File: src/rtl/window_comparator_pkg.sv
// ----------------------------------------------------------------------------
// window_comparator_pkg
//   Shared types and helpers for the window comparator.
//   - zone_t  : confirmed/raw zone encoding (BELOW 00, INSIDE 01, ABOVE 10)
//   - state_t : filter FSM states (INIT plus one state per zone)
//   - min/max helpers for signed and unsigned ranges of a given width
//   - classify / zone_to_state helpers
// ----------------------------------------------------------------------------
package window_comparator_pkg;

  localparam int DATA_WIDTH_DEF = 13;
  localparam int CNT_WIDTH_DEF  = 8;

  typedef enum logic [1:0] {
    ZONE_BELOW  = 2'b00,
    ZONE_INSIDE = 2'b01,
    ZONE_ABOVE  = 2'b10
  } zone_t;

  typedef enum logic [1:0] {
    ST_INIT,
    ST_BELOW,
    ST_INSIDE,
    ST_ABOVE
  } state_t;

  // Range limits for a 'width'-bit value in each compare mode.
  function automatic longint unsigned_max(input int width);
    return (longint'(1) << width) - 1;
  endfunction

  function automatic longint signed_max(input int width);
    return (longint'(1) << (width - 1)) - 1;
  endfunction

  function automatic longint signed_min(input int width);
    return -(longint'(1) << (width - 1));
  endfunction

  // BELOW wins over ABOVE, which only matters when thresholds are inverted.
  function automatic zone_t classify(input logic below, input logic above);
    if (below)      return ZONE_BELOW;
    else if (above) return ZONE_ABOVE;
    else            return ZONE_INSIDE;
  endfunction

  function automatic state_t zone_to_state(input zone_t z);
    case (z)
      ZONE_BELOW: return ST_BELOW;
      ZONE_ABOVE: return ST_ABOVE;
      default:    return ST_INSIDE;
    endcase
  endfunction

endpackage

File: src/rtl/window_comparator_fsm_magnitude_compare_sgn.sv
// ----------------------------------------------------------------------------
// magnitude_compare_sgn
//   Combinational a<b / a>b in either two's-complement or unsigned mode.
//   Ports:
//     a_i, b_i       operands (WIDTH bits)
//     signed_mode_i  1 = two's-complement compare, 0 = unsigned
//     lt_o, gt_o     a < b, a > b
// ----------------------------------------------------------------------------
module magnitude_compare_sgn #(
  parameter int WIDTH = 13
) (
  input  logic [WIDTH-1:0] a_i,
  input  logic [WIDTH-1:0] b_i,
  input  logic             signed_mode_i,
  output logic             lt_o,
  output logic             gt_o
);

  always_comb begin
    if (signed_mode_i) begin
      lt_o = $signed(a_i) < $signed(b_i);
      gt_o = $signed(a_i) > $signed(b_i);
    end else begin
      lt_o = a_i < b_i;
      gt_o = a_i > b_i;
    end
  end

endmodule

File: src/rtl/window_comparator_fsm.sv
// ----------------------------------------------------------------------------
// window_comparator_fsm
//   Two-stage window comparator with a persistence filter.
//   Stage 1 registers the raw below/above flags of each valid sample;
//   stage 2 confirms a zone change only after persist_i consecutive samples
//   agree on the same new zone (0 behaves as 1).
//
//   Ports:
//     clk_i, rst_i          clock, asynchronous active-high reset
//     enable_i              low forces INIT and ignores samples
//     signed_mode_i         1 = two's-complement, 0 = unsigned compares
//     thr_low_i/thr_high_i  window thresholds
//     persist_i             consecutive samples needed to confirm a change
//     sample_i/_valid_i     input sample and qualifier
//     hyst_i                hysteresis (only with WINDOW_COMPARATOR_HYST_EN)
//     below_raw_o           registered sample < thr_low
//     above_raw_o           registered sample > thr_high
//     zone_o                confirmed zone (00 BELOW, 01 INSIDE, 10 ABOVE)
//     zone_valid_o          zone_o is meaningful
//     zone_change_o         one-cycle pulse on every zone_o update
//     thr_error_o           registered thr_low > thr_high
//
//   Optional macro WINDOW_COMPARATOR_HYST_EN adds hyst_i: leaving ABOVE needs
//   sample <= thr_high - hyst, leaving BELOW needs sample >= thr_low + hyst.
// ----------------------------------------------------------------------------
module window_comparator_fsm
  import window_comparator_pkg::*;
#(
  parameter int DATA_WIDTH = DATA_WIDTH_DEF,
  parameter int CNT_WIDTH  = CNT_WIDTH_DEF
) (
  input  logic                  clk_i,
  input  logic                  rst_i,
  input  logic                  enable_i,
  input  logic                  signed_mode_i,
  input  logic [DATA_WIDTH-1:0] thr_low_i,
  input  logic [DATA_WIDTH-1:0] thr_high_i,
  input  logic [CNT_WIDTH-1:0]  persist_i,
  input  logic [DATA_WIDTH-1:0] sample_i,
  input  logic                  sample_valid_i,
`ifdef WINDOW_COMPARATOR_HYST_EN
  input  logic [DATA_WIDTH-1:0] hyst_i,
`endif
  output logic                  below_raw_o,
  output logic                  above_raw_o,
  output logic [1:0]            zone_o,
  output logic                  zone_valid_o,
  output logic                  zone_change_o,
  output logic                  thr_error_o
);

  // ---------------------------------------------------------------- stage 1
  logic below_c, above_c, low_gt, high_lt;
  logic thr_err_c;
  logic s1_valid_q;
  logic below_keep, above_keep;  // flags that hold the current outer zone
  logic unused_cmp;

  magnitude_compare_sgn #(.WIDTH(DATA_WIDTH)) u_cmp_low (
    .a_i           (sample_i),
    .b_i           (thr_low_i),
    .signed_mode_i (signed_mode_i),
    .lt_o          (below_c),
    .gt_o          (low_gt)
  );

  magnitude_compare_sgn #(.WIDTH(DATA_WIDTH)) u_cmp_high (
    .a_i           (sample_i),
    .b_i           (thr_high_i),
    .signed_mode_i (signed_mode_i),
    .lt_o          (high_lt),
    .gt_o          (above_c)
  );

  assign unused_cmp = low_gt ^ high_lt;

  assign thr_err_c = signed_mode_i ? ($signed(thr_low_i) > $signed(thr_high_i))
                                   : (thr_low_i > thr_high_i);

`ifdef WINDOW_COMPARATOR_HYST_EN
  // Two extra bits of headroom so neither mode can wrap before clamping.
  localparam int EW = DATA_WIDTH + 2;
  localparam logic [DATA_WIDTH-1:0] U_MAX = DATA_WIDTH'(unsigned_max(DATA_WIDTH));
  localparam logic [DATA_WIDTH-1:0] S_MAX = DATA_WIDTH'(signed_max(DATA_WIDTH));
  localparam logic [DATA_WIDTH-1:0] S_MIN = DATA_WIDTH'(signed_min(DATA_WIDTH));

  logic signed [EW-1:0] low_ext, high_ext, hyst_ext, lo_bound, hi_bound;
  logic signed [EW-1:0] low_sum, high_diff;
  logic [DATA_WIDTH-1:0] low_adj, high_adj;
  logic below_keep_c, above_keep_c, hl_gt, hh_lt;
  logic unused_hyst;

  function automatic logic [DATA_WIDTH-1:0] clamp(input logic signed [EW-1:0] v,
                                                  input logic signed [EW-1:0] lo,
                                                  input logic signed [EW-1:0] hi);
    logic signed [EW-1:0] r;
    r = (v < lo) ? lo : ((v > hi) ? hi : v);
    return r[DATA_WIDTH-1:0];
  endfunction

  always_comb begin
    low_ext   = signed_mode_i ? EW'($signed(thr_low_i))  : EW'({1'b0, thr_low_i});
    high_ext  = signed_mode_i ? EW'($signed(thr_high_i)) : EW'({1'b0, thr_high_i});
    hyst_ext  = EW'({1'b0, hyst_i});
    lo_bound  = signed_mode_i ? EW'($signed(S_MIN)) : '0;
    hi_bound  = signed_mode_i ? EW'($signed(S_MAX)) : EW'({1'b0, U_MAX});
    low_sum   = low_ext + hyst_ext;
    high_diff = high_ext - hyst_ext;
    low_adj   = clamp(low_sum, lo_bound, hi_bound);
    high_adj  = clamp(high_diff, lo_bound, hi_bound);
  end

  magnitude_compare_sgn #(.WIDTH(DATA_WIDTH)) u_cmp_low_hyst (
    .a_i           (sample_i),
    .b_i           (low_adj),
    .signed_mode_i (signed_mode_i),
    .lt_o          (below_keep_c),
    .gt_o          (hl_gt)
  );

  magnitude_compare_sgn #(.WIDTH(DATA_WIDTH)) u_cmp_high_hyst (
    .a_i           (sample_i),
    .b_i           (high_adj),
    .signed_mode_i (signed_mode_i),
    .lt_o          (hh_lt),
    .gt_o          (above_keep_c)
  );

  assign unused_hyst = hl_gt ^ hh_lt;
`else
  // Zero hysteresis: staying in an outer zone uses the plain thresholds.
  assign below_keep = below_raw_o;
  assign above_keep = above_raw_o;
`endif

  // NOTE: registered state is written with <= so every flop samples the
  // pre-edge values regardless of statement order.
  always_ff @(posedge clk_i or posedge rst_i) begin
    if (rst_i) begin
      s1_valid_q   <= 1'b0;
      below_raw_o  <= 1'b0;
      above_raw_o  <= 1'b0;
      thr_error_o  <= 1'b0;
`ifdef WINDOW_COMPARATOR_HYST_EN
      below_keep   <= 1'b0;
      above_keep   <= 1'b0;
`endif
    end else begin
      thr_error_o <= thr_err_c;
      s1_valid_q  <= sample_valid_i & enable_i;
      if (!enable_i) begin
        below_raw_o <= 1'b0;
        above_raw_o <= 1'b0;
`ifdef WINDOW_COMPARATOR_HYST_EN
        below_keep  <= 1'b0;
        above_keep  <= 1'b0;
`endif
      end else if (sample_valid_i) begin
        below_raw_o <= below_c;
        above_raw_o <= above_c;
`ifdef WINDOW_COMPARATOR_HYST_EN
        below_keep  <= below_keep_c;
        above_keep  <= above_keep_c;
`endif
      end
    end
  end

  // ---------------------------------------------------------------- stage 2
  state_t                 state_q;
  zone_t                  zone_q, last_cand_q, cand;
  logic [CNT_WIDTH-1:0]   cnt_q, cnt_next, persist_eff;

  always_comb begin
    // NOTE: default assigned first so every path drives cand; without it a
    // latch would be inferred.
    cand = classify(below_raw_o, above_raw_o);
    if (state_q == ST_ABOVE && !below_raw_o && above_keep) cand = ZONE_ABOVE;
    if (state_q == ST_BELOW && below_keep)                 cand = ZONE_BELOW;
  end

  assign persist_eff = (persist_i == '0) ? CNT_WIDTH'(1) : persist_i;

  // Same candidate as the previous valid sample extends the run (saturating);
  // a different one starts a new run of length 1.
  assign cnt_next = (cand == last_cand_q)
                  ? ((cnt_q == '1) ? cnt_q : cnt_q + CNT_WIDTH'(1))
                  : CNT_WIDTH'(1);

  always_ff @(posedge clk_i or posedge rst_i) begin
    if (rst_i) begin
      state_q       <= ST_INIT;
      zone_q        <= ZONE_BELOW;
      last_cand_q   <= ZONE_BELOW;
      cnt_q         <= '0;
      zone_valid_o  <= 1'b0;
      zone_change_o <= 1'b0;
    end else if (!enable_i) begin
      state_q       <= ST_INIT;
      cnt_q         <= '0;
      zone_valid_o  <= 1'b0;
      zone_change_o <= 1'b0;
    end else begin
      zone_change_o <= 1'b0;
      if (s1_valid_q) begin
        last_cand_q <= cand;
        case (state_q)
          ST_INIT: begin
            state_q       <= zone_to_state(cand);
            zone_q        <= cand;
            zone_valid_o  <= 1'b1;
            zone_change_o <= 1'b1;
            cnt_q         <= '0;
          end
          default: begin
            if (cand == zone_q) begin
              cnt_q <= '0;
            end else if (cnt_next >= persist_eff) begin
              state_q       <= zone_to_state(cand);
              zone_q        <= cand;
              zone_change_o <= 1'b1;
              cnt_q         <= '0;
            end else begin
              cnt_q <= cnt_next;
            end
          end
        endcase
      end
    end
  end

  assign zone_o = zone_q;

endmodule
File: config.mk
export PLATFORM = sky130hd
export DESIGN_NAME = window_comparator_fsm
export DESIGN_NICKNAME = d
export VERILOG_FILES = /design/src/rtl/window_comparator_pkg.sv /design/src/rtl/window_comparator_fsm_magnitude_compare_sgn.sv /design/src/rtl/window_comparator_fsm.sv
export SDC_FILE = /design/constraint.sdc
export NUM_CORES = 1
export LEC_CHECK = 0
export ABC_AREA = 1
export BUFFER_PORTS_ARGS = -buffer_cell sky130_fd_sc_hd__buf_2
export CAP_MARGIN = 40
export CORE_MARGIN = 1.5
export CORE_UTILIZATION = 35
export CTS_CLUSTER_DIAMETER = 150
export DETAILED_ROUTE_END_ITERATION = 16
export PLACE_DENSITY = 0.66
export SLEW_MARGIN = 20
export SYNTH_ARGS = -nofsm -noshare
export SYNTH_HDL_FRONTEND = slang
export SYNTH_SLANG_ARGS = --single-unit
File: constraint.sdc
create_clock -name clk_i -period 2.85 [get_ports clk_i]
set_input_delay 0 -clock clk_i [delete_from_list [all_inputs] [get_ports clk_i]]
set_output_delay 0 -clock clk_i [all_outputs]
set_load 0.05 [all_outputs]
======== Word-level counts from Yosys, hierarchy flattened ========
Index checks and enable logic that the tools add are counted.
cells by class
  add/sub/neg operators ................... 1
  bitwise operators ....................... 1
  magnitude comparators ................... 7
  mux-type cells .......................... 36
  equality and inequality tests ........... 12
  reduce and logical (&&, ||, !) cells .... 12
operators by type and width
  cell                                                              number
  8-bit two-way mux                                                 8
  13-bit > comparator                                               4
  13-bit less-than comparator                                       2
  2-bit two-way mux                                                 12
  1-bit two-way mux                                                 15
  8-bit by 1-bit adder with 8-bit output (second input constant)    1
  8-bit == test (second input constant)                             1
  8-bit >= comparator                                               1
  8-bit zero test                                                   1
  2-bit by 1-bit != test with 1-bit output (second input constant)  4
  2-bit == test                                                     2
  2-bit == test (second input constant)                             2
  2-bit zero test                                                   2
  2-bit case mux with 2 select lines                                1
  2-bit AND reduction                                               2
  4-bit AND reduction                                               1
  1-bit logical AND                                                 3
  3-bit by 1-bit != test with 1-bit output (second input constant)  1
  3-bit by 2-bit != test with 1-bit output (second input constant)  1
  3-bit AND reduction                                               1
  2-bit by 1-bit == test with 1-bit output (second input constant)  1
  2-bit nonzero test                                                1
  1-bit AND                                                         1
  1-bit zero test                                                   1
word-level totals
  bits in registers ....................... 20
  input port bits ......................... 52
  output and inout port bits .............. 7

======== Depth between registers and ports, before layout ========
Gate-level depths: netlist of run 1.
  depth after elaboration ................. 13
  gate-level depth with buffers ........... 21

======== Hierarchy ========
A second synthesis of run 1 with hierarchy kept.
unflattened totals
  cells, all modules ...................... 373
  area, all modules ....................... 2511.2 um2
by module, submodules not included
  module                 seq. area each (um2)  instances  area each (um2)  cells an instance
  window_comparator_fsm  500.5                 1          1672.9           233
  magnitude_compare_sgn  0.0                   2          419.2            70

======== Least setup slack after synthesis of run 1 ========
Ideal clock, no wire load.
  path kind ............................... register -> register
  start ................................... reg above_raw_o
  end ..................................... reg zone_q[0] (netlist: zone_o[0])
  required time ........................... 2730 ps
  setup time .............................. 120 ps
  setup slack ............................. 330 ps
  buffers on the path ..................... 0
  stages on the path, launching flop included .. 17
  data arrival time ....................... 2401 ps
  cells stage by stage .................... dfrtp_1 -> nand2_2 -> or2_4 -> nand4_4 -> inv_1 -> o21ai_0 -> inv_1 -> ha_1 -> nand2_1 -> nor2_1 -> nand4_1 -> nand3_1 -> nand2_1 -> nand2_2 -> nand2_1 -> nand2_1 -> nand2_1
on the way
  word-level cells in the longest chain between the ends .. 9
  elaborated cells between the ends (all ways) .. 15
ends and longest elaborated chain
  item                                  line                          source
  start: declaration                    window_comparator_fsm.sv:45   output logic above_raw_o,
  start signal: assignment              window_comparator_fsm.sv:160  above_raw_o <= above_c;
  2-bit two-way mux                     window_comparator_pkg.sv:43   else if (above) return ZONE_ABOVE;
  2-bit two-way mux                     window_comparator_pkg.sv:42   if (below) return ZONE_BELOW;
  2-bit two-way mux (*)                 window_comparator_fsm.sv:178  if (state_q == ST_ABOVE && !below_raw_o && above_keep) cand = ZONE_ABOVE;
  2-bit two-way mux (*)                 window_comparator_fsm.sv:179  if (state_q == ST_BELOW && below_keep) cand = ZONE_BELOW;
  2-bit == test                         window_comparator_fsm.sv:186  assign cnt_next = (cand == last_cand_q)
  8-bit two-way mux                     window_comparator_fsm.sv:187  ? ((cnt_q == '1) ? cnt_q : cnt_q + CNT_WIDTH'(1))
  8-bit >= comparator                   window_comparator_fsm.sv:218  end else if (cnt_next >= persist_eff) begin
  2-bit nonzero test (no source line)   n/a
  4-bit AND reduction (no source line)  n/a
  end signal: assignment                window_comparator_fsm.sv:210  zone_q <= cand;
  end signal: assignment                window_comparator_fsm.sv:220  zone_q <= cand;
  end: declaration                      window_comparator_fsm.sv:171  zone_t zone_q, last_cand_q, cand;
Mark *: on every way between the ends. The rest lies on a longest branch, timed or not. The select of a mux whose other input is x is not followed.
A chain may end at the register's enable or synchronous reset.

======== Worst setup path after layout of run 1 ========
  start ................................... reg cnt_q[0]
  end ..................................... reg cnt_q[4]
on the way
  word-level cells in the longest chain between the ends .. 9
  elaborated cells between the ends (all ways) .. 10
ends and longest elaborated chain
  item                                                                     line                          source
  start: declaration                                                       window_comparator_fsm.sv:172  logic [CNT_WIDTH-1:0] cnt_q, cnt_next, persist_eff;
  start signal: assignment                                                 window_comparator_fsm.sv:224  cnt_q <= cnt_next;
  8-bit by 1-bit adder with 8-bit output or 8-bit == test (tied branches)  window_comparator_fsm.sv:187
  8-bit two-way mux (*) (2 in series)                                      window_comparator_fsm.sv:187
  8-bit >= comparator                                                      window_comparator_fsm.sv:218
  8-bit two-way mux (*)                                                    window_comparator_fsm.sv:218
  8-bit two-way mux (*)                                                    window_comparator_fsm.sv:216  if (cand == zone_q) begin
  8-bit two-way mux (*)                                                    window_comparator_fsm.sv:207  case (state_q)
  8-bit two-way mux (*)                                                    window_comparator_fsm.sv:205  if (s1_valid_q) begin
  8-bit two-way mux (*)                                                    window_comparator_fsm.sv:198  end else if (!enable_i) begin
Marks and branches as above.

==> results.ini, run 1 <==
[global_route]
grt_pass1_vias=2105
grt_use_total_pct=14.5
grt_pass1_wl_um=8670
grt_max_degree=21
antenna_found_initial=0
overflow=0

[place]
dp.cells=471
port_buffers=58
placed_area_um2=2690
dpl.hpwl_um=4230
gp_congestion=0.838

[worst_setup_path]
critPathLaunchType=register
worstPathArrival_ps=2750
crit_type=reg2reg
end_kind=register
cp_data_required_time_ps=3040
crit_fanout=8

[cells_and_area]
finish.instance_area_um2=2780
area_growth_pct=20.5
final_nets=499
final_cell_mix=nand2_1, inv_1, buf_2, ha_1, a21oi_1
diodes=0
final_common_cell=nand2_1
final_cells=476
final_layout_size_suffix_gt1_share_pct=19.0

[sta]
setup_violations=0
period_share_pct=89.9
slew_headroom_pct=50.2
max_freq_ghz=0.390
finalHoldViolCount=0
period_minus_slack_ps=2560
drv_slew=0
finClkSkew_ps=2.77
worstMarginPinSlew_ps=747
hold_ws_ps=24.1
setup_tns_ps=0
rsz0062_at_grt=false

[synth]
ys_top_cells_by_area=ha_1, dfrtp_1, nand2_1, inv_1, a21oi_1
synth_cell_type_count=27
synth.avg_cell_area_um2=6.87
syn_nets=435
synth_area_um2=2310
ys.flop_type=dfrtp_1
synth_edf_count=0
yosysSeqAreaShare_pct=21.7
synth.top_cell.area_share_pct=25.5
ys_ff_latch=20
synthArstFlopShare_pct=100
synth_warnings=0
synth_top_cell_by_area=ha_1
syn_inst=336

[power_and_ir_drop]
combPwrFrac_pct=36.1
p_clk_share_pct=30.1
sw_frac_of_total_pct=35.0
p_leak_nw=1.69
p_int_mw=0.621
p_total_mw=0.955
sequentialPowerShare_pct=33.8
peakVddDrop_uv=292
power.switching_mw=0.334
power_density_nw_per_um2=344

[drt]
routed_wl_um=4910
vias=2248
first_pass_iters=4
drcViolationCount=0
wl_per_cell_um=10.3
ant_nets=0
drt_iter0_drc=62
routed_via_density=4.72

[clocking]
postCtsSetupRepairBufs=0
cts.reportedPaths.clkPinSlew_ps=80
cts_tree=done
cts_inserted_buffers=3
cts_max_path_buffers=2
clkSinkCount=20
root_buffer=clkbuf_8
worstSkewPairLatency_ps=260
htreeDepth=1

[floorplanning]
start_util_pct=36.3
rows=29
die-area_um2=7090
die-width_um=84.2
die-height_um=84.2
pin_count=59
core_um2=6350

[hold_path]
hp-class=in2reg

[run_status]
run_status=completed

[job]
max_cap_violations=0

-- sequential cells by signal, indices dropped and copies added (netlist names) --
| signal | flops |
|---|---|
| above_raw_o | 1 |
| zone_change_o | 1 |
| state_q | 2 |
| last_cand_q | 2 |
| s1_valid_q | 1 |
| below_raw_o | 1 |
| zone_valid_o | 1 |
| cnt_q | 8 |
| zone_o | 2 |
| thr_error_o | 1 |
-- critical path, cell delays in order, from the launching register on --
cell,delay [ps]
dfrtp_1,400
ha_1,230
nand3_1,130
inv_1,70
nand2_2,140
inv_1,90
o21ai_0,160
inv_1,70
ha_1,300
a21oi_1,170
nor2_1,70
nor2_1,120
nand3_2,140
nor2_4,230
nand2_1,80
o21ai_0,80
-- synthesized netlist by cell type (2+ instances only) --
library cell and instances:
nand2_1 87, inv_1 68, ha_1 47, a21oi_1 21
dfrtp_1 20, nor2_1 19, nand3_1 18, o21ai_0 18
nand4_1 5, a31oi_1 4, nand2_2 4, nor3_1 4
xor2_1 3, inv_2 2, nor2_4 2, o21bai_1 2
xnor2_1 2
-- logic make-up (layout without fill, tap and decap cells) --
group	count (synthesis)	in the layout	share of synthesized area, %
AO/OA/AOI/OAI	49	49	11.6
XOR/XNOR	5	5	1.90
adder cells (fa/ha/maj)	47	47	25.5
buffers and inverters	70	133	11.4
flip-flops	20	20	21.7
AND/OR/NAND/NOR	145	145	28.0
-- routing by layer --
layer,up-vias,global-route usage (%),part of all wire (%)
met2,49,26.8,48
met1,983,18.1,47
met4,0,3.13,0.67
met3,4,1.67,4.1
li1,1212,-,-
met5,-,0,0
-- power groups by stage --
stage	registers, mW	clock network [mW]	logic [mW]
after CTS	0.324	0.289	0.349
after global placement	0.329	0	0.342
after floorplan	0.373	0	0.196
after global routing	0.327	0.300	0.394
final	0.323	0.287	0.345
after detailed placement	0.329	0	0.346
-- final timing paths --
path,endpoint,depth (start not counted),slack (ps),startpoint
max,cnt_q[4],15,290,cnt_q[0]
min,above_raw_o,4,20,sample_valid_i
max reg2reg,cnt_q[4],15,290,cnt_q[0]
min reg2reg,state_q[1],2,480,state_q[1]
max in group asynchronous,state_q[1],3,1980,rst_i
min in group asynchronous,zone_valid_o,3,400,rst_i
-- final cells by class --
type | count | area, µm²
repair buffers | 59 | 300
multi-input cells | 246 | 1550
inverters | 70 | 263
flip-flops and latches | 20 | 500
well taps | 77 | 96.3
clock inverters | 1 | 30.0
clock buffers | 3 | 41.3
fillers | 640 | 3570
-- what timing repair did --
item                                    4_1_cts  5_1_grt
endpoints found under the hold margin        20        0
hold buffers                                  1        0
gates resized for setup                       0        1
endpoints found under the setup margin        0        2
-- through the flow --
| stage | worst slack (ps) | util [%] |
|---|---|---|
| global route | 20.0 | 43.8 |
| detailed placement | 331 | 42.4 |
| global placement | 380 | 42.4 |
| CTS | 288 | 43.7 |
| finish | 289 | 43.8 |
| floorplan | 330 | - |
No activity file was read; power rests on OpenSTA's default activity.
==> run 2, diff against run 1 <==
CORE_MARGIN = unset   (was 1.5)
==> run 2 against run 1 <==
Wire length up 2.7%. Global-route usage up 0.27 points. Clock skew up 2.6 ps. Maximum frequency up 2.9%. Clock power about the same. Via count down 0.67%. Worst setup slack better by 73 ps. Largest power group unchanged.
==> results.ini, run 2 (same netlist as run 1, synthesis figures left out) <==
[run_status]
run_status=completed  ; unchanged

[power_and_ir_drop]
peakVddDrop_uv=338  ; was 292 µV
power_density_nw_per_um2=342  ; was 344 nW/µm²
p_leak_nw=1.71  ; was 1.69 nW

[global_route]
grt_max_degree=21  ; unchanged
grt_use_total_pct=14.8  ; was 14.5%
antenna_found_initial=0  ; unchanged
grt_use_met1_pct=18.3  ; was 18.1%
grt_pass1_vias=2159  ; was 2105
met2_usage_pct=27.6  ; was 26.8%
overflow=0  ; unchanged
top_usage_layer=met2  ; unchanged
grt_use_met3_pct=1.89  ; was 1.67%
grt_pass1_wl_um=8680  ; was 8670 µm

[cells_and_area]
final_cell_mix=nand2_1, inv_1, buf_2, ha_1, a21oi_1  ; unchanged
diodes=0  ; unchanged
regArea_um2=500  ; unchanged
final_common_cell=nand2_1  ; unchanged
top_register=cnt_q  ; unchanged
area_growth_pct=21.4  ; was 20.5%
final_layout_size_suffix_gt1_share_pct=19.3  ; was 19.0%
n_fill_cell=651  ; was 640
largest_register_ffs=8  ; unchanged
finish.instance_area_um2=2800  ; was 2780 µm²
multi_input_area_um2=1550  ; about the same
fin_util_pct=44.1  ; was 43.8%
final_nets=500  ; was 499

[drt]
first_pass_iters=4  ; unchanged
wl_per_cell_um=10.6  ; was 10.3 µm
drcViolationCount=0  ; unchanged
drt_iter0_drc=80  ; was 62
routed_wl_um=5050  ; was 4910 µm
vias=2233  ; was 2248
ant_nets=0  ; unchanged
routed_via_density=4.68  ; was 4.72

[worst_setup_path]
max_stage_delay_ps=410  ; was 400 ps
slowest_stage=dfrtp_1  ; unchanged
path_delay_family=simple AND/OR/NAND/NOR gates  ; unchanged
reg2reg_from=cnt_q[1]  ; was cnt_q[0]
crit_type=reg2reg  ; unchanged
r2r_slack_ps=360  ; was 290 ps
r2r_cells=15  ; unchanged
cp_data_required_time_ps=3030  ; was 3040 ps
end_kind=register  ; unchanged
crit_fanout=8  ; unchanged
crit_path_frequent_cell=inv_1  ; unchanged
worstPathCellList=ha_1 > nand3_1 > inv_1 > nand2_4 > inv_1 > o21ai_0 > inv_1 > ha_1 > a21oi_1 > nor2_1 > nor2_1 > nand3_2 > nor2_4 > nand2_1 > o21ai_0  ; was ha_1 > nand3_1 > inv_1 > nand2_2 > inv_1 > o21ai_0 > inv_1 > ha_1 > a21oi_1 > nor2_1 > nor2_1 > nand3_2 > nor2_4 > nand2_1 > o21ai_0
crit_buf_inv=3  ; unchanged
critPathLaunchType=register  ; unchanged
r2r_end=cnt_q[4]  ; unchanged
worstPathArrival_ps=2670  ; was 2750 ps

[sta]
period_minus_slack_ps=2490  ; was 2560 ps
max_freq_ghz=0.402  ; was 0.390 GHz
finalHoldViolCount=0  ; unchanged
rsz0062_at_grt=false  ; unchanged
period_share_pct=87.3  ; was 89.9%
drv_slew=0  ; unchanged
hold_ws_ps=31.9  ; was 24.1 ps
worstMarginPinSlew_ps=331  ; was 747 ps
setup_slack_ps=362  ; was 289 ps
finClkSkew_ps=5.38  ; was 2.77 ps
slew_headroom_pct=77.7  ; was 50.2%
setup_violations=0  ; unchanged
setup_tns_ps=0  ; unchanged

[floorplanning]
pin_count=59  ; unchanged
die-height_um=83.2  ; was 84.2 µm
die-area_um2=6920  ; was 7090 µm²
start_util_pct=36.3  ; unchanged
rows=29  ; unchanged
die-width_um=83.2  ; was 84.2 µm
core_um2=6350  ; unchanged

[hold_path]
hold_end=s1_valid_q  ; was above_raw_o
hp-start=sample_valid_i  ; unchanged
holdPathStages=3  ; was 4
hp-class=in2reg  ; unchanged

[clocking]
htreeDepth=1  ; unchanged
postCtsSetupRepairBufs=0  ; unchanged
cts_tree=done  ; unchanged
clkSinkCount=20  ; unchanged
cts.reportedPaths.clkPinSlew_ps=80  ; about the same
worstSkewPairLatency_ps=260  ; about the same
cts_inserted_buffers=3  ; unchanged
cts_max_path_buffers=2  ; unchanged
root_buffer=clkbuf_8  ; unchanged

[place]
port_buffers=58  ; unchanged
gp_congestion=0.845  ; was 0.838
placed_area_um2=2690  ; unchanged
dpl.hpwl_um=4360  ; was 4230 µm
dp_worst_setup_slack_ps=317  ; was 331 ps

[job]
max_cap_violations=0  ; unchanged

==> run 2: cell types whose count changed in the layout (fill, tap and decap cells not counted), sizes merged <==
cell,delta
buf,+1
==> run 2: worst reg2reg max path, delay by kind of cell, from the launching register on <==
family / cells / cell delay [ps]
simple gates: 7 / 860
fa+ha+maj: 2 / 530
flops: 1 / 410
compound gates: 3 / 390
buf+inv: 3 / 230
==> run 2: worst max path at each step <==
| stage | from | to | slack, ps | cells past startpoint |
|---|---|---|---|---|
| global placement | cnt_q[1] | zone_o[1] | 380 | 17 |
| finish | cnt_q[1] | cnt_q[4] | 360 | 15 |
| global route | cnt_q[1] | zone_o[1] | 20 | 17 |
| detailed placement | cnt_q[1] | zone_o[0] | 320 | 17 |
| floorplan | above_raw_o | zone_o[0] | 330 | 16 |
| CTS | cnt_q[1] | zone_o[0] | 280 | 17 |
==> run 2: timing repair <==
action | 4_1_cts | 5_1_grt
hold buffers | 1 | 0
hold endpoints to repair | 20 | 0
endpoints found under the setup margin | 0 | 9
resized for setup | 0 | 2
==> run 2: layout make-up <==
cell class / count / share of cell area, %
Multi-Input combinational cell: 246 / 55.5
Sequential cell: 20 / 17.9
Timing Repair Buffer: 60 / 11.3
Inverter: 70 / 9.38
Tap cell: 77 / 3.44
Clock buffer: 3 / 1.47
Clock inverter: 1 / 1.07
==> run 2: metrics by stage <==
stage                     power [mW]  std cells
after floorplan                0.569        336
after global placement         0.671        471
after detailed placement       0.677        471
after CTS                      0.965        476
after global routing            1.02        477
final                          0.956        477
==> run 2: routing by layer <==
metal  routed length [µm]  vias to the layer above  part of all wire, %
li1                     -                     1212                    -
met1                 2370                      970                   47
met2                 2430                       47                   48
met3                  206                        4                  4.1
met4                   40                        0                 0.79
met5                    0                        -                    0
==> run 2: power by group <==
group	total [mW]	leakage, nW	internal, mW	switching, mW
combinational	0.349	1.41	0.130	0.219
sequential	0.324	0.268	0.305	0.0190
clock	0.284	0.0357	0.187	0.0964
==> run 3, diff against run 2 <==
BUFFER_PORTS_ARGS = unset   (was -buffer_cell sky130_fd_sc_hd__buf_2)
DONT_BUFFER_PORTS = 1   (was unset)
PLACE_DENSITY = 0.58   (was 0.66)
REMOVE_ABC_BUFFERS = 1   (was unset)
==> run 3 against run 2 <==
Flip-flop and latch count unchanged. Hold slack got worse by 9.4 ps. Non-clock buffer count shrank 54. Global-route usage shrank 0.52 points. First-iteration DRC count is 5.0% higher. Sequential power rose by 12%. Maximum frequency down 1.4%. Design area decreased by 10%. Sequential share of layout area increased by 2.1 points. Register-to-register slack got worse by 40 ps. Power shrank 16%. Critical path type unchanged. Largest cell class unchanged. Highest routed layer unchanged.
==> results.ini, run 3 (same netlist as run 1, synthesis figures left out) <==
[run_status]
run_status=completed  ; unchanged

[clocking]
cts.reportedPaths.clkPinSlew_ps=70  ; was 80 ps
cts_tree=done  ; unchanged
cts_max_path_buffers=2  ; unchanged
cts_inserted_buffers=3  ; unchanged
worstSkewPairLatency_ps=250  ; was 260 ps
htreeDepth=1  ; unchanged
postCtsSetupRepairBufs=0  ; unchanged
root_buffer=clkbuf_8  ; unchanged
clkSinkCount=20  ; unchanged

[global_route]
grt_pass1_wl_um=8260  ; was 8680 µm
grt_pass1_vias=2000  ; was 2159
grt_use_total_pct=14.3  ; was 14.8%
antenna_found_initial=0  ; unchanged
overflow=0  ; unchanged
grt_max_degree=21  ; unchanged

[power_and_ir_drop]
p_total_mw=0.801  ; was 0.956 mW
power_density_nw_per_um2=319  ; was 342 nW/µm²
combPwrFrac_pct=32.6  ; was 36.4%
power.switching_mw=0.300  ; was 0.334 mW
p_clk_share_pct=22.1  ; was 29.7%
sw_frac_of_total_pct=37.5  ; was 34.9%
p_int_mw=0.501  ; was 0.622 mW
peakVddDrop_uv=365  ; was 338 µV
p_leak_nw=1.46  ; was 1.71 nW
sequentialPowerShare_pct=45.4  ; was 33.9%

[cells_and_area]
diodes=0  ; unchanged
area_growth_pct=8.79  ; was 21.4%
final_cell_mix=nand2_1, inv_1, ha_1, a21oi_1, dfrtp_1  ; was nand2_1, inv_1, buf_2, ha_1, a21oi_1
regArea_um2=500  ; unchanged
final_nets=446  ; was 500
multi_input_area_um2=1550  ; about the same
final_common_cell=nand2_1  ; unchanged
top_register=cnt_q  ; unchanged
n_fill_cell=646  ; was 651
final_layout_size_suffix_gt1_share_pct=5.80  ; was 19.3%
largest_register_ffs=8  ; unchanged

[sta]
finClkSkew_ps=3.63  ; was 5.38 ps
drv_slew=0  ; unchanged
worstMarginPinSlew_ps=537  ; was 331 ps
max_freq_ghz=0.396  ; was 0.402 GHz
slew_headroom_pct=64.2  ; was 77.7%
period_minus_slack_ps=2520  ; was 2490 ps
period_share_pct=88.5  ; was 87.3%
rsz0062_at_grt=false  ; unchanged
setup_violations=0  ; unchanged
hold_ws_ps=22.5  ; was 31.9 ps
finalHoldViolCount=0  ; unchanged
setup_tns_ps=0  ; unchanged

[drt]
drcViolationCount=0  ; unchanged
routed_via_density=4.80  ; was 4.68
ant_nets=0  ; unchanged
routed_wl_um=4690  ; was 5050 µm
wl_per_cell_um=11.1  ; was 10.6 µm
first_pass_iters=4  ; unchanged
vias=2026  ; was 2233
drt_iter0_drc=84  ; was 80

[floorplanning]
start_util_pct=36.3  ; unchanged
die-area_um2=6920  ; unchanged
rows=29  ; unchanged
die-width_um=83.2  ; unchanged
pin_count=59  ; unchanged
die-height_um=83.2  ; unchanged
core_um2=6350  ; unchanged

[hold_path]
hp-class=in2reg  ; unchanged

[worst_setup_path]
cp_data_required_time_ps=3040  ; was 3030 ps
crit_fanout=8  ; unchanged
worstPathArrival_ps=2720  ; was 2670 ps
crit_type=reg2reg  ; unchanged
critPathLaunchType=register  ; unchanged
end_kind=register  ; unchanged
r2r_slack_ps=330  ; was 360 ps

[place]
port_buffers=0  ; was 58
dpl.hpwl_um=4090  ; was 4360 µm
gp_congestion=0.828  ; was 0.845

[job]
max_cap_violations=0  ; unchanged

-- run 3: path summary, 6_finish.rpt --
path,startpoint,to,cells after the start
setup / recovery,cnt_q[0],zone_o[1],17
hold / removal,enable_i,cnt_q[2],4
setup reg to reg,cnt_q[0],zone_o[1],17
hold reg to reg,state_q[0],state_q[0],2
max in group asynchronous,rst_i,zone_o[1],3
min in group asynchronous,rst_i,cnt_q[0],2
-- run 3: cell type report --
class,count,area share [%]
repair buffers,6,2.39
multi-input cells,246,61.7
clock buffers,3,1.65
flip-flops and latches,20,19.9
well taps,77,3.84
inverters,70,10.5
-- run 3: routing by layer --
layer  routed length, µm  up-vias  GRT usage (%)
met4                  91        0           3.92
met3                 273       10           2.88
met5                   0        -              0
met2                2160       59           24.3
li1                    -     1102              -
met1                2170      855           18.3
-- run 3: power by group through the flow --
stage               Combinational [mW]  Sequential (mW)  Clock, mW
floorplan                        0.196            0.373          0
global route                     0.308            0.366      0.197
detailed placement               0.257            0.369          0
finish                           0.261            0.363      0.177
global placement                 0.254            0.368          0
CTS                              0.263            0.363      0.187
-- run 3: worst max-delay path: stages, from the launching register on --
cell and delay (ps):
dfrtp_1 400, ha_1 220, nand3_1 130, inv_1 70, nand2_2 140, inv_1 90, o21ai_0 170, inv_1 80
ha_1 310, a21oi_1 150, nor2_1 50, nor2_1 100, nand3_2 130, nand2_1 110, nand2_2 80, nand2_1 100
nand2_1 60, nand2_1 70
-- run 3: repair_timing --
item	4_1_cts	5_1_grt
endpoints found under the setup margin	0	2
hold endpoints to repair	25	0
resized for setup	0	1
hold buffers	3	0
-- run 3: through the flow --
| step | setup slack [ps] | instances | cell area [µm²] | util, % |
|---|---|---|---|---|
| after global routing | 12.5 | 422 | 2510 | 39.5 |
| after floorplan | 330 | 336 | 2310 | - |
| final | 327 | 422 | 2510 | 39.5 |
| after detailed placement | 275 | 415 | 2420 | 38.1 |
| after global placement | 355 | 415 | 2420 | 38.1 |
| after CTS | 260 | 421 | 2490 | 39.2 |
